--- config.mk ---
export PLATFORM = sky130hd
export DESIGN_NAME = uart_frame_ctrl
export DESIGN_NICKNAME = d
export VERILOG_FILES = /design/src/rtl/uart_frame_pkg.sv /design/src/rtl/uart_rx_timeout.sv /design/src/rtl/uart_frame_ctrl.sv
export SDC_FILE = /design/constraint.sdc
export NUM_CORES = 1
export LEC_CHECK = 0
export BUFFER_PORTS_ARGS = -buffer_cell sky130_fd_sc_hd__buf_2
export CORE_UTILIZATION = 50
export CTS_CLUSTER_SIZE = 20
export DETAILED_ROUTE_END_ITERATION = 8
export PLACE_DENSITY = 0.68
export REMOVE_ABC_BUFFERS = 1
export SYNTH_ARGS = -nofsm -noshare
export SYNTH_HDL_FRONTEND = slang
export SYNTH_HIERARCHICAL = 1
export SYNTH_SLANG_ARGS = --single-unit
--- constraint.sdc ---
create_clock -name clk -period 8 [get_ports clk]
set_clock_uncertainty 0.15 [all_clocks]
set_input_delay 1.2 -clock clk [delete_from_list [all_inputs] [get_ports clk]]
set_output_delay 1.2 -clock clk [all_outputs]
set_load 0.05 [all_outputs]
--- src/rtl/uart_frame_pkg.sv ---
// Shared types and constants for the UART command-frame controller.
// Frame layout: SYNC, ADDR, LEN, LEN payload bytes, XOR checksum.
package uart_frame_pkg;

    typedef enum logic [2:0] {
        HUNT,
        ADDR,
        LEN,
        DATA,
        CHK,
        WRITE
    } state_t;

    localparam logic [1:0] ERR_PARITY  = 2'd0;
    localparam logic [1:0] ERR_LEN     = 2'd1;
    localparam logic [1:0] ERR_CHK     = 2'd2;
    localparam logic [1:0] ERR_TIMEOUT = 2'd3;

    localparam logic [7:0] DEFAULT_SYNC_BYTE = 8'hA5;

endpackage

--- src/rtl/uart_rx_timeout.sv ---
// Loadable down-counter that pulses expire on the last cycle of a TIMEOUT_CLKS window.
// A load restarts the window; clear parks the counter at zero until the next load.
module uart_rx_timeout #(
    parameter int TIMEOUT_CLKS = 12000
) (
    input  logic clk,
    input  logic reset,
    input  logic load,
    input  logic clear,
    input  logic enable,
    output logic expire
);

    localparam int TW = $clog2(TIMEOUT_CLKS + 1);

    logic [TW-1:0] count;

    // Loaded with TIMEOUT_CLKS-1 so that expire lands on the cycle whose edge is the TIMEOUT_CLKS-th after the load.
    always_ff @(posedge clk or posedge reset) begin
        if (reset) begin
            count <= '0;
        end else if (load) begin
            count <= TW'(TIMEOUT_CLKS - 1);
        end else if (clear) begin
            count <= '0;
        end else if (enable && count != '0) begin
            count <= count - TW'(1);
        end
    end

    assign expire = enable && !load && (count == TW'(1));

endmodule

--- src/rtl/uart_frame_ctrl.sv ---
// Sequences received UART bytes into command frames, validates them and replays
// the payload as register write strobes; errors abort the frame and are counted.
module uart_frame_ctrl
    import uart_frame_pkg::*;
#(
    parameter int         CLK_FREQ     = 6000000,
    parameter int         TIMEOUT_CLKS = 12000,
    parameter logic [7:0] SYNC_BYTE    = DEFAULT_SYNC_BYTE,
    parameter int         MAX_LEN      = 4
) (
    input  logic       clk,
    input  logic       reset,
    input  logic [7:0] rx_data,
    input  logic       rx_done,
    input  logic       rx_parity_error,
    output logic       wr_en,
    output logic [7:0] wr_addr,
    output logic [7:0] wr_data,
    output logic       frame_ok,
    output logic       frame_err,
    output logic [1:0] err_code,
    output logic [7:0] err_count,
    output logic       busy
);

    localparam int               IDX_W     = $clog2(MAX_LEN + 1);
    localparam int               BUF_DEPTH = 1 << IDX_W;
    localparam logic [7:0]       MAX_LEN_B = 8'(MAX_LEN);
    localparam logic [IDX_W-1:0] IDX_ONE   = IDX_W'(1);

    if (MAX_LEN < 1 || MAX_LEN > 15 || TIMEOUT_CLKS < 2 || CLK_FREQ < 1) begin : g_param_check
        $error("uart_frame_ctrl: unsupported parameter combination");
    end

    state_t           state;
    logic             rx_prev;
    logic             byte_event;
    logic [7:0]       frame_addr;
    logic [7:0]       checksum;
    logic [IDX_W-1:0] frame_len;
    logic [IDX_W-1:0] index;
    logic [7:0]       buffer [BUF_DEPTH];
    logic             timer_enable;
    logic             expire;
    logic             len_bad;
    logic             err_hit;
    logic [1:0]       err_cause;

    assign byte_event   = rx_done && !rx_prev;
    assign timer_enable = state inside {ADDR, LEN, DATA, CHK};
    assign busy         = (state != HUNT);
    assign len_bad      = (rx_data == 8'd0) || (rx_data > MAX_LEN_B);

    uart_rx_timeout #(
        .TIMEOUT_CLKS(TIMEOUT_CLKS)
    ) u_timeout (
        .clk   (clk),
        .reset (reset),
        .load  (byte_event),
        .clear (!timer_enable),
        .enable(timer_enable),
        .expire(expire)
    );

    // A byte event always beats a simultaneous timeout, and parity beats any content check.
    always_comb begin
        err_hit   = 1'b0;
        err_cause = ERR_PARITY;
        if (timer_enable) begin
            if (byte_event) begin
                if (rx_parity_error) begin
                    err_hit   = 1'b1;
                    err_cause = ERR_PARITY;
                end else if (state == LEN && len_bad) begin
                    err_hit   = 1'b1;
                    err_cause = ERR_LEN;
                end else if (state == CHK && rx_data != checksum) begin
                    err_hit   = 1'b1;
                    err_cause = ERR_CHK;
                end
            end else if (expire) begin
                err_hit   = 1'b1;
                err_cause = ERR_TIMEOUT;
            end
        end
    end

    always_ff @(posedge clk) begin
        if (state == DATA && byte_event && !rx_parity_error) begin
            buffer[index] <= rx_data;
        end
    end

    always_ff @(posedge clk or posedge reset) begin
        if (reset) begin
            state      <= HUNT;
            rx_prev    <= 1'b0;
            frame_addr <= '0;
            frame_len  <= '0;
            index      <= '0;
            checksum   <= '0;
            wr_en      <= 1'b0;
            wr_addr    <= '0;
            wr_data    <= '0;
            frame_ok   <= 1'b0;
            frame_err  <= 1'b0;
            err_code   <= '0;
            err_count  <= '0;
        end else begin
            rx_prev   <= rx_done;
            wr_en     <= 1'b0;
            frame_ok  <= 1'b0;
            frame_err <= 1'b0;
            if (err_hit) begin
                frame_err <= 1'b1;
                err_code  <= err_cause;
                if (err_count != 8'hFF) begin
                    err_count <= err_count + 8'd1;
                end
                state <= HUNT;
            end else begin
                case (state)
                    HUNT: begin
                        if (byte_event && !rx_parity_error && rx_data == SYNC_BYTE) begin
                            state <= ADDR;
                        end
                    end
                    ADDR: begin
                        if (byte_event) begin
                            frame_addr <= rx_data;
                            checksum   <= rx_data;
                            state      <= LEN;
                        end
                    end
                    LEN: begin
                        if (byte_event) begin
                            frame_len <= rx_data[IDX_W-1:0];
                            checksum  <= checksum ^ rx_data;
                            index     <= '0;
                            state     <= DATA;
                        end
                    end
                    DATA: begin
                        if (byte_event) begin
                            checksum <= checksum ^ rx_data;
                            index    <= index + IDX_ONE;
                            if (index + IDX_ONE == frame_len) begin
                                state <= CHK;
                            end
                        end
                    end
                    // The first strobe is issued straight from the checksum byte so it appears one cycle later.
                    CHK: begin
                        if (byte_event) begin
                            wr_en   <= 1'b1;
                            wr_addr <= frame_addr;
                            wr_data <= buffer[0];
                            index   <= IDX_ONE;
                            if (frame_len == IDX_ONE) begin
                                frame_ok <= 1'b1;
                                state    <= HUNT;
                            end else begin
                                state <= WRITE;
                            end
                        end
                    end
                    WRITE: begin
                        wr_en   <= 1'b1;
                        wr_addr <= frame_addr + 8'(index);
                        wr_data <= buffer[index];
                        index   <= index + IDX_ONE;
                        if (index + IDX_ONE == frame_len) begin
                            frame_ok <= 1'b1;
                            state    <= HUNT;
                        end
                    end
                    default: state <= HUNT;
                endcase
            end
        end
    end

endmodule

# --- After elaboration in Yosys (flattened, before gate mapping) ---
# Memories as Yosys holds them, arrays and structs flattened.
# Cells that the tools add are included.
totals:
  register_bits: 69
  latchBits: 0
  ram_bits: 64
  rom_bits: 0
  input_bits: 12
  output_inout_bits: 30
  elab_cells: 123
  mem_count: 1
memory_table:
  columns: ["memory", "words", "word_bits", "read_ports", "rd_clocked_by_memory_dff", "write_ports", "line_no", "source"]
  rows:
  - ["buffer", 8, 8, 2, 0, 1, "uart_frame_ctrl.sv:42", "logic [7:0] buffer [BUF_DEPTH];"]
classes:
  addsub: 4
  mul: 0
  n_div: 0
  n_lt_le_gt_ge: 1
  n_eq_ne: 24
  n_shift: 0
  n_mux: 47
  bitwise_logic: 2
  reduce_logical: 30
ops:
  columns: ["operator", "count"]
  rows:
  - ["$pmux 8 s2", 3]
  - ["$mux 14", 3]
  - ["$mux 3", 12]
  - ["$mux 8", 4]
  - ["$ne 3x3->1 const B", 7]
  - ["$pmux 3 s6", 1]
  - ["$mux 1", 15]
  - ["$eq 14x1->1 const B", 1]
  - ["$reduce_bool 14->1", 1]
  - ["$sub 14x1->14 const B", 1]
  - ["$mux 2", 6]
  - ["$pmux 3 s4", 1]
  - ["$logic_and 1x1->1", 10]
  - ["$reduce_and 3->1", 3]
  - ["$add 8x1->8 const B", 1]
  - ["$add 8x3->8", 1]
  - ["$eq 8x8->1 const B", 1]
  - ["$gt 8x3->1 const B", 1]
  - ["$logic_not 8->1", 1]
  - ["$ne 2x2->1 const B", 4]
  - ["$ne 8x8->1", 1]
  - ["$ne 8x8->1 const B", 1]
  - ["$reduce_bool 4->1", 2]
  - ["$xor 8x8->8", 1]
  - ["other kinds (19)", 26]

# --- Logic depth before layout (Yosys ltp) ---
# Gate-level depths: netlist of the first run.
depth:
  word_depth: 10
  mapped_depth: 11
  mapped_depth_nobuf: 9

# --- Cells and area by module ---
# Netlist of the first run, hierarchy kept.
by_module_without_submodules:
  columns: ["mod", "instances", "cells_per_inst", "area_per_inst_um2", "seq_area_each_um2"]
  rows:
  - ["uart_frame_ctrl", 1, 431, 5431.5, 3298.2]
  - ["uart_rx_timeout", 1, 94, 922.1, 350.3]

# --- Worst setup path after synthesis of the first run ---
# No wires, ideal clock.
synth_path:
  path_type: "input to register"
  start: "input rx_done"
  end: "register frame_len[0]"
  setup_time_ns: 0.125
  arrival_ns: 3.084
  required_ns: 7.725
  setup_slack_ns: 4.642
  stages: 11
  path_buffers: 2
  path_cell_list: "nand2b_1 > buf_2 > clkinv_1 > inv_1 > nand3_1 > nor4_1 > o21ai_0 > a21oi_2 > buf_6 > nand3b_4 > mux2_2"
synth_via:
  elab_chain_len: 9
synth_rtl:
  columns: ["item", "line_no", "source"]
  rows:
  - ["start: declaration", "uart_frame_ctrl.sv:14", "input logic rx_done,"]
  - ["$logic_and 1x1->1", "uart_frame_ctrl.sv:49", "assign byte_event = rx_done && !rx_prev;"]
  - ["via byte_event", "uart_frame_ctrl.sv:37", "logic byte_event;"]
  - ["$logic_not 1->1", "uart_rx_timeout.sv:31", "assign expire = enable && !load && (count == TW'(1));"]
  - ["$logic_and 1x1->1 (2 in series)", "uart_rx_timeout.sv:31", null]
  - ["via expire", "uart_frame_ctrl.sv:44", "logic expire;"]
  - ["$mux 1", "uart_frame_ctrl.sv:81", "end else if (expire) begin"]
  - ["$mux 1", "uart_frame_ctrl.sv:70", "if (byte_event) begin"]
  - ["$mux 1", "uart_frame_ctrl.sv:69", "if (timer_enable) begin"]
  - ["via err_hit", "uart_frame_ctrl.sv:46", "logic err_hit;"]
  - ["$not 1->1 (no line)", null, null]
  - ["$reduce_and 3->1 (no line)", null, null]
  - ["end signal: assignment", "uart_frame_ctrl.sv:137", "frame_len <= rx_data[IDX_W-1:0];"]
  - ["end: declaration", "uart_frame_ctrl.sv:40", "logic [IDX_W-1:0] frame_len;"]
# The timed path passes the listed nets, and every way through them passes these cells.
# A chain may end at the register's enable or synchronous reset.

# --- Final worst setup path of the first run ---
layout_path:
  start: "input rx_done"
  end: "register frame_len[0]"
layout_via:
  elab_chain_len: 9
layout_rtl:
  columns: ["item", "line_no"]
  rows:
  - ["$logic_and 1x1->1", "uart_frame_ctrl.sv:49"]
  - ["via byte_event", "uart_frame_ctrl.sv:37"]
  - ["$logic_not 1->1", "uart_rx_timeout.sv:31"]
  - ["$logic_and 1x1->1 (2 in series)", "uart_rx_timeout.sv:31"]
  - ["via expire", "uart_frame_ctrl.sv:44"]
  - ["$mux 1", "uart_frame_ctrl.sv:81"]
  - ["$mux 1", "uart_frame_ctrl.sv:70"]
  - ["$mux 1", "uart_frame_ctrl.sv:69"]
  - ["$not 1->1 (no line)", null]
  - ["$reduce_and 3->1 (no line)", null]
# The timed path passes the listed nets, and every way through them passes these cells.

==> results of run 1 <==
[cell families (layout without fill, tap and decap cells)]
logic type,count (synthesis),count (layout),synth area share
AOI/OAI and AO/OA,115,115,0.1266
adders and majority gates,8,8,0.01694
xor gates and xnor gates,28,28,0.03860
muxes,46,46,0.08409
and+or+nand+nor,154,154,0.1308
buffers and inverters,41,92,0.02875
DFF,133,133,0.5742
[critical path, cell delays in order]
cell      delay (ns)
buf_2           0.10
nand2b_1        0.26
clkinv_1        0.42
inv_1           0.34
nand3_1         0.11
nor4_1          0.27
o21ai_0         0.20
a21oi_2         0.49
nand3b_4        0.26
mux2_2          0.34
[how the worst max path moves through the flow]
stage / start / endpoint / depth (start not counted)
after floorplan: rx_done / frame_len[0] / 9
after global placement: rx_done / frame_len[0] / 10
after detailed placement: rx_done / frame_len[0] / 10
after CTS: rx_done / frame_len[0] / 10
after global routing: rx_done / frame_len[0] / 10
final: rx_done / frame_len[0] / 10
[power by group through the flow]
| stage | logic [mW] | registers (mW) | clock network, mW |
|---|---|---|---|
| final | 0.876 | 0.987 | 0.753 |
| after global routing | 0.962 | 1.01 | 0.797 |
| after CTS | 0.878 | 0.984 | 0.770 |
| after detailed placement | 0.872 | 0.997 | 0 |
| after global placement | 0.849 | 0.986 | 0 |
| after floorplan | 0.534 | 1.10 | 0 |
[metrics by stage]
step | setup WS [ns] | std cells | hold WS (ns) | cell area [um2] | utilization
after floorplan | 4.485 | 500 | 0.3192 | 6231 | -
after global placement | 3.848 | 712 | 0.3066 | 6671 | 0.5463
after detailed placement | 3.756 | 712 | 0.3154 | 6671 | 0.5463
after CTS | 4.190 | 744 | 0.3277 | 7248 | 0.5935
after global routing | 3.812 | 744 | 0.3474 | 7248 | 0.5935
final | 4.150 | 744 | 0.3212 | 7248 | 0.5935
[layout by cell type, fill, tap and decap left out, types with 3 or more instances in the layout]
cell | synthesis | routed
mux4_2 | 3 | 3
a22oi_1 | 6 | 6
nor2b_1 | 9 | 8
clkbuf_16 | 0 | 17
nand4_1 | 8 | 8
a311o_1 | 4 | 4
clkinvlp_4 | 0 | 5
o21ai_0 | 22 | 22
nand3_1 | 8 | 8
mux2i_1 | 17 | 17
or3_1 | 5 | 5
xnor2_1 | 23 | 23
clkinv_1 | 3 | 4
o22ai_1 | 6 | 6
nor4_1 | 5 | 5
xor2_1 | 5 | 5
o31ai_1 | 7 | 7
a21oi_2 | 3 | 3
dfrtp_1 | 69 | 69
inv_1 | 12 | 11
nor2_1 | 34 | 34
a31oi_1 | 4 | 4
nor3_2 | 3 | 3
mux2_2 | 23 | 23
or4_1 | 5 | 5
buf_4 | 0 | 3
o211ai_1 | 5 | 5
buf_2 | 11 | 41
ha_1 | 7 | 7
nand2_1 | 45 | 45
nor3_1 | 8 | 8
clkinv_2 | 0 | 3
o21ai_1 | 3 | 3
a221oi_1 | 5 | 5
nand2b_1 | 5 | 5
a21oi_1 | 34 | 34
edfxtp_1 | 64 | 64
[sequential cells by signal (all words and copies together) (netlist names)]
name,cells
rx_prev,1
u_timeout/count,14
frame_err,1
frame_len,3
wr_data,8
wr_addr,8
wr_en,1
checksum,8
err_code,2
err_count,8
index,3
buffer,64
state,3
frame_addr,8
frame_ok,1
[final cells by class]
type	count	area, um2	share of cell area
sequential	133	3649	0.5034
timing repair buffer	44	227.7	0.03142
inverter	16	60.06	0.008286
clock buffer	19	442.9	0.06111
multi-input combinational	351	2525	0.3484
tap	168	210.2	0.02900
clock inverter	13	133.9	0.01847
[synthesized netlist by cell type, types with 6 or more instances]
cell       n
mux2i_1   17
xnor2_1   23
edfxtp_1  64
o22ai_1    6
a21oi_1   34
nand2_1   45
nand4_1    8
nand3_1    8
dfrtp_1   69
o21ai_0   22
inv_1     12
a22oi_1    6
buf_2     11
mux2_2    23
nor2_1    34
nor2b_1    9
ha_1       7
clkbuf_1  12
o31ai_1    7
nor3_1     8
[layer usage]
| layer | part of all wire | wire [um] | vias up | global-route usage |
|---|---|---|---|---|
| met5 | 0 | 0 | - | 0 |
| met4 | 0.013 | 176 | 0 | 0.08139 |
| met3 | 0.049 | 658 | 15 | 0.05558 |
| met2 | 0.49 | 6547 | 132 | 0.3653 |
| met1 | 0.45 | 6012 | 2098 | 0.2979 |
| li1 | - | - | 2045 | - |
==> results_dict.tcl, run 1 <==
set metrics [dict create \
    max_freq_mhz 259.8 \
    power.share.switching 0.3783 \
    grt_usage 0.2259 \
    first_iter_violations 329 \
    r2r-start "state[0]" \
    p_leak_nw 2.822 \
    postRouteAntennaNets 0 \
    nets 583 \
    regToRegSetupSlack_ns 4.61 \
    worst_slew_pin_slew_ns 1.191 \
    final_hold_viol_count 0 \
    pin_count 42 \
    start_kind "primary input" \
    insertion_delay_ns 0.42 \
    maxCapViolCount 0 \
    grt_first_pass_wirelength_mm 21.98 \
    cp_data_arrival_time_ns 4.00 \
    drc 0 \
    die_y_um 114.7 \
    synth_flop_cell "dfrtp_1" \
    core-area_mm2 0.01221 \
    clock-sinks 133 \
    design.die.area_mm2 0.01316 \
    fp-row-count 40 \
    endpoint_kind "flop" \
    synth_seq_cells 133 \
    clockRootBuffer "clkbuf_16" \
    synth_edf_count 64 \
    seq_power_share 0.377 \
    synth_largest_area_cell "edfxtp_1" \
    drt_first_pass_iters 5 \
    synth_area_mm2 0.006354 \
    area_growth_syn_to_layout_pct 14.08 \
    cts_tree "done" \
    antenna_cells 0 \
    p_comb_frac 0.335 \
    htree_levels 4 \
    holdCritStartpoint "wr_addr[6]" \
    cp_max_fo 14 \
    port_buffers 41 \
    rsz0062_at_grt "no" \
    setup_tns_ns 0 \
    cts-buffers-inserted 17 \
    clkPwrFrac 0.288 \
    status "complete, no violations" \
    synth_area_leaders "edfxtp_1, dfrtp_1, mux2_2, xnor2_1, a21oi_1" \
    worstRegToRegCells 8 \
    hold_path_class "reg -> reg" \
    gp_congestion 0.8354 \
    post_drt_wl_per_cell_um 18.00 \
    cp_data_required_time_ns 8.15 \
    power.density_mw_per_mm2 361.0 \
    maxSlewViolCount 0 \
    num-fill-cells 1033 \
    fin_crit_sh 0.4812 \
    internal_power_mw 1.627 \
    clk_path_buf_depth 2 \
    synth_top_area_frac 0.3025 \
    hold_end "wr_addr[6]" \
    period_needed_ns 3.850 \
    synthCells 525 \
    max_slew_margin 0.1997 \
    die_x_um 114.7 \
    routed_wl_mm 13.40 \
    synthArstFlopShare 0.5188 \
    yosysWarningCount 6 \
    grt-ovfl-total 0 \
    num_vias 4290 \
    hold_buffers 0 \
    p_sw_uw 989.9 \
    synth.distinct_cells 70 \
    grt_pass1_vias 4261 \
    grt_antenna_before_repair 0 \
    ctsResizeCount 0 \
    grt_start_max_net_pins 56 \
    synth_area_per_cell_um2 12.10 \
    drive_gt1_frac 0.2153 \
    setup_viol 0 \
    total_power_mw 2.617 \
    start_util 0.5203 \
    rr_endpoint "frame_len[0]" \
    via_per_inst 5.766 \
    worstSetupPathType "in -> reg" \
    post-dp-hpwl_mm 8.686 \
    post-cts-setup-buffer-count 0 \
    whs_path_depth 2 \
    clk_pin_slew_ns 0.06 \
    ir_worst_vdd_mv 0.2608 \
    yosysSeqAreaShare 0.5742 \
]
Power figures use the tool's default switching activity.
==> run 2, diff against run 1 <==
==> constraint.sdc (replaced) <==
create_clock -name clk -period 3.6 [get_ports clk]
set_clock_uncertainty 0.15 [all_clocks]
set_input_delay 0.54 -clock clk [delete_from_list [all_inputs] [get_ports clk]]
set_output_delay 0.54 -clock clk [all_outputs]
set_load 0.05 [all_outputs]
==> run 2 against run 1 <==
Net effect:
- setup slack got worse by 3.5 ns
- global-route usage down 0.074 points
- first-iteration DRC count rose by 1.8%
- utilization grew 1.4 points
- clock power grew 150%
- final area rose by 2.4%
- worst hold slack worse by 0.31 ns
- via count rose by 1.7%
- critical endpoint is now frame_len[1]
- largest cell class unchanged
- largest power group unchanged
==> results_dict.tcl, run 2 (synthesized netlist as in run 1, its figures left out) <==
set metrics [dict create \
    largest_registers "buffer: 64 flops, u_timeout/count: 14 flops" \
    grt-ovfl-total 0 \
    fin_crit_sh 0.8293 \
    path_cells "nor4_1 > nand3_1 > nor4_1 > o21ai_0 > a21oi_2 > nand3b_4 > mux2_2" \
    status "complete, no violations" \
    critPathBufInv 0 \
    setup_viol 0 \
    clk_path_buf_depth 2 \
    crit_family "simple AND/OR/NAND/NOR gates" \
    post-dp-hpwl_mm 8.883 \
    nets 594 \
    final_cell_mix "dfrtp_1, edfxtp_1, nand2_1, buf_2" \
    r2r-start "u_timeout/count[4]" \
    dp.cells 723 \
    htree_levels 4 \
    die_x_um 114.7 \
    maxCapViolCount 0 \
    antenna_cells 0 \
    setup_tns_ns 0 \
    top_register "buffer" \
    largest_reg_flops 64 \
    hold_path_class "in -> async" \
    fp-row-count 40 \
    ctsResizeCount 0 \
    routed_wl_mm 13.39 \
    worst_slew_pin_slew_ns 0.9009 \
    postRouteAntennaNets 0 \
    cts-buffers-inserted 17 \
    multiInputGateArea_mm2 0.002525 \
    ir_worst_vdd_mv 0.7889 \
    seq_area_mm2 0.003649 \
    cp_data_arrival_time_ns 3.14 \
    maxSlewViolCount 0 \
    grt_first_pass_wirelength_mm 22.00 \
    clockRootBuffer "clkbuf_16" \
    pin_count 42 \
    first_iter_violations 335 \
    post-cts-setup-buffer-count 0 \
    cp_data_required_time_ns 3.75 \
    cts_tree "done" \
    core-area_mm2 0.01221 \
    cp_slowest_cell "nor4_1" \
    critical_path_cell_count 7 \
    start_util 0.5203 \
    grt_usage 0.2251 \
    cp_max_fo 11 \
    p_leak_nw 2.934 \
    final_hold_viol_count 0 \
    num_vias 4365 \
    port_buffers 41 \
    worstSetupPathType "reg -> reg" \
    slowest_delay_ns 0.54 \
    grt_start_max_net_pins 34 \
    layout_commonest_cell "dfrtp_1" \
    layout.cells.non_filler 755 \
    area_growth_syn_to_layout_pct 16.78 \
    rsz0062_at_grt "no" \
    insertion_delay_ns 0.42 \
    num-fill-cells 1001 \
    rr_endpoint "frame_len[1]" \
    post_drt_wl_per_cell_um 17.74 \
    total_power_mw 6.049 \
    period_needed_ns 2.986 \
    cpMostUsedCell "nor4_1" \
    endpoint_kind "flop" \
    drive_gt1_frac 0.2317 \
    max_slew_margin 0.3943 \
    via_per_inst 5.781 \
    hold_buffers 0 \
    gp_congestion 0.8543 \
    regToRegSetupSlack_ns 0.61 \
    clock-sinks 133 \
    grt_antenna_before_repair 0 \
    grt_pass1_vias 4339 \
    drc 0 \
    design.die.area_mm2 0.01316 \
    power.density_mw_per_mm2 815.2 \
    drt_first_pass_iters 4 \
    die_y_um 114.7 \
    start_kind "flop" \
    max_freq_mhz 334.9 \
    clk_pin_slew_ns 0.06 \
    worstRegToRegCells 7 \
]
-- run 2: worst max-delay path by stage --
| stage | start | to | slack (ns) |
|---|---|---|---|
| 6_report | u_timeout/count[4] | frame_len[1] | 0.61 |
| 4_1_cts | u_timeout/count[4] | frame_len[1] | 0.63 |
| 2_1_floorplan | state[1] | frame_len[0] | 0.72 |
| 5_1_grt | u_timeout/count[4] | frame_len[1] | 0.32 |
| 3_5_place_dp | rx_done | frame_len[1] | 0.48 |
| 3_3_place_gp | rx_done | frame_len[0] | 0.57 |
-- run 2: power breakdown --
part | internal, mW | switching [mW] | leakage (nW)
sequential | 1.86 | 0.322 | 1.45
combinational | 0.773 | 1.22 | 1.16
clock | 1.23 | 0.642 | 0.321
-- run 2: routing by layer --
| layer | wire, um | track usage | up-vias |
|---|---|---|---|
| li1 | - | - | 2062 |
| met1 | 6089 | 0.2860 | 2147 |
| met2 | 6445 | 0.3677 | 136 |
| met3 | 631 | 0.06300 | 20 |
| met4 | 224 | 0.08745 | 0 |
| met5 | 0 | 0 | - |
-- run 2: layout make-up --
class / count / share of cell area
repair buffers: 55 / 0.04351
clock inverters: 9 / 0.01788
multi-input cells: 351 / 0.3403
well taps: 168 / 0.02833
inverters: 16 / 0.008094
flip-flops and latches: 133 / 0.4917
clock buffers: 23 / 0.07015
-- run 2: metrics by stage --
step | utilization | area (um2) | setup WS (ns) | hold slack (ns)
after global routing | 0.6076 | 7420 | 0.3241 | 0.06717
final | 0.6076 | 7420 | 0.6144 | 0.01255
after detailed placement | 0.5541 | 6766 | 0.4799 | 0.3147
after floorplan | - | 6231 | 0.7176 | 0.2792
after global placement | 0.5541 | 6766 | 0.5707 | 0.3056
after CTS | 0.6076 | 7420 | 0.6339 | 0.01357
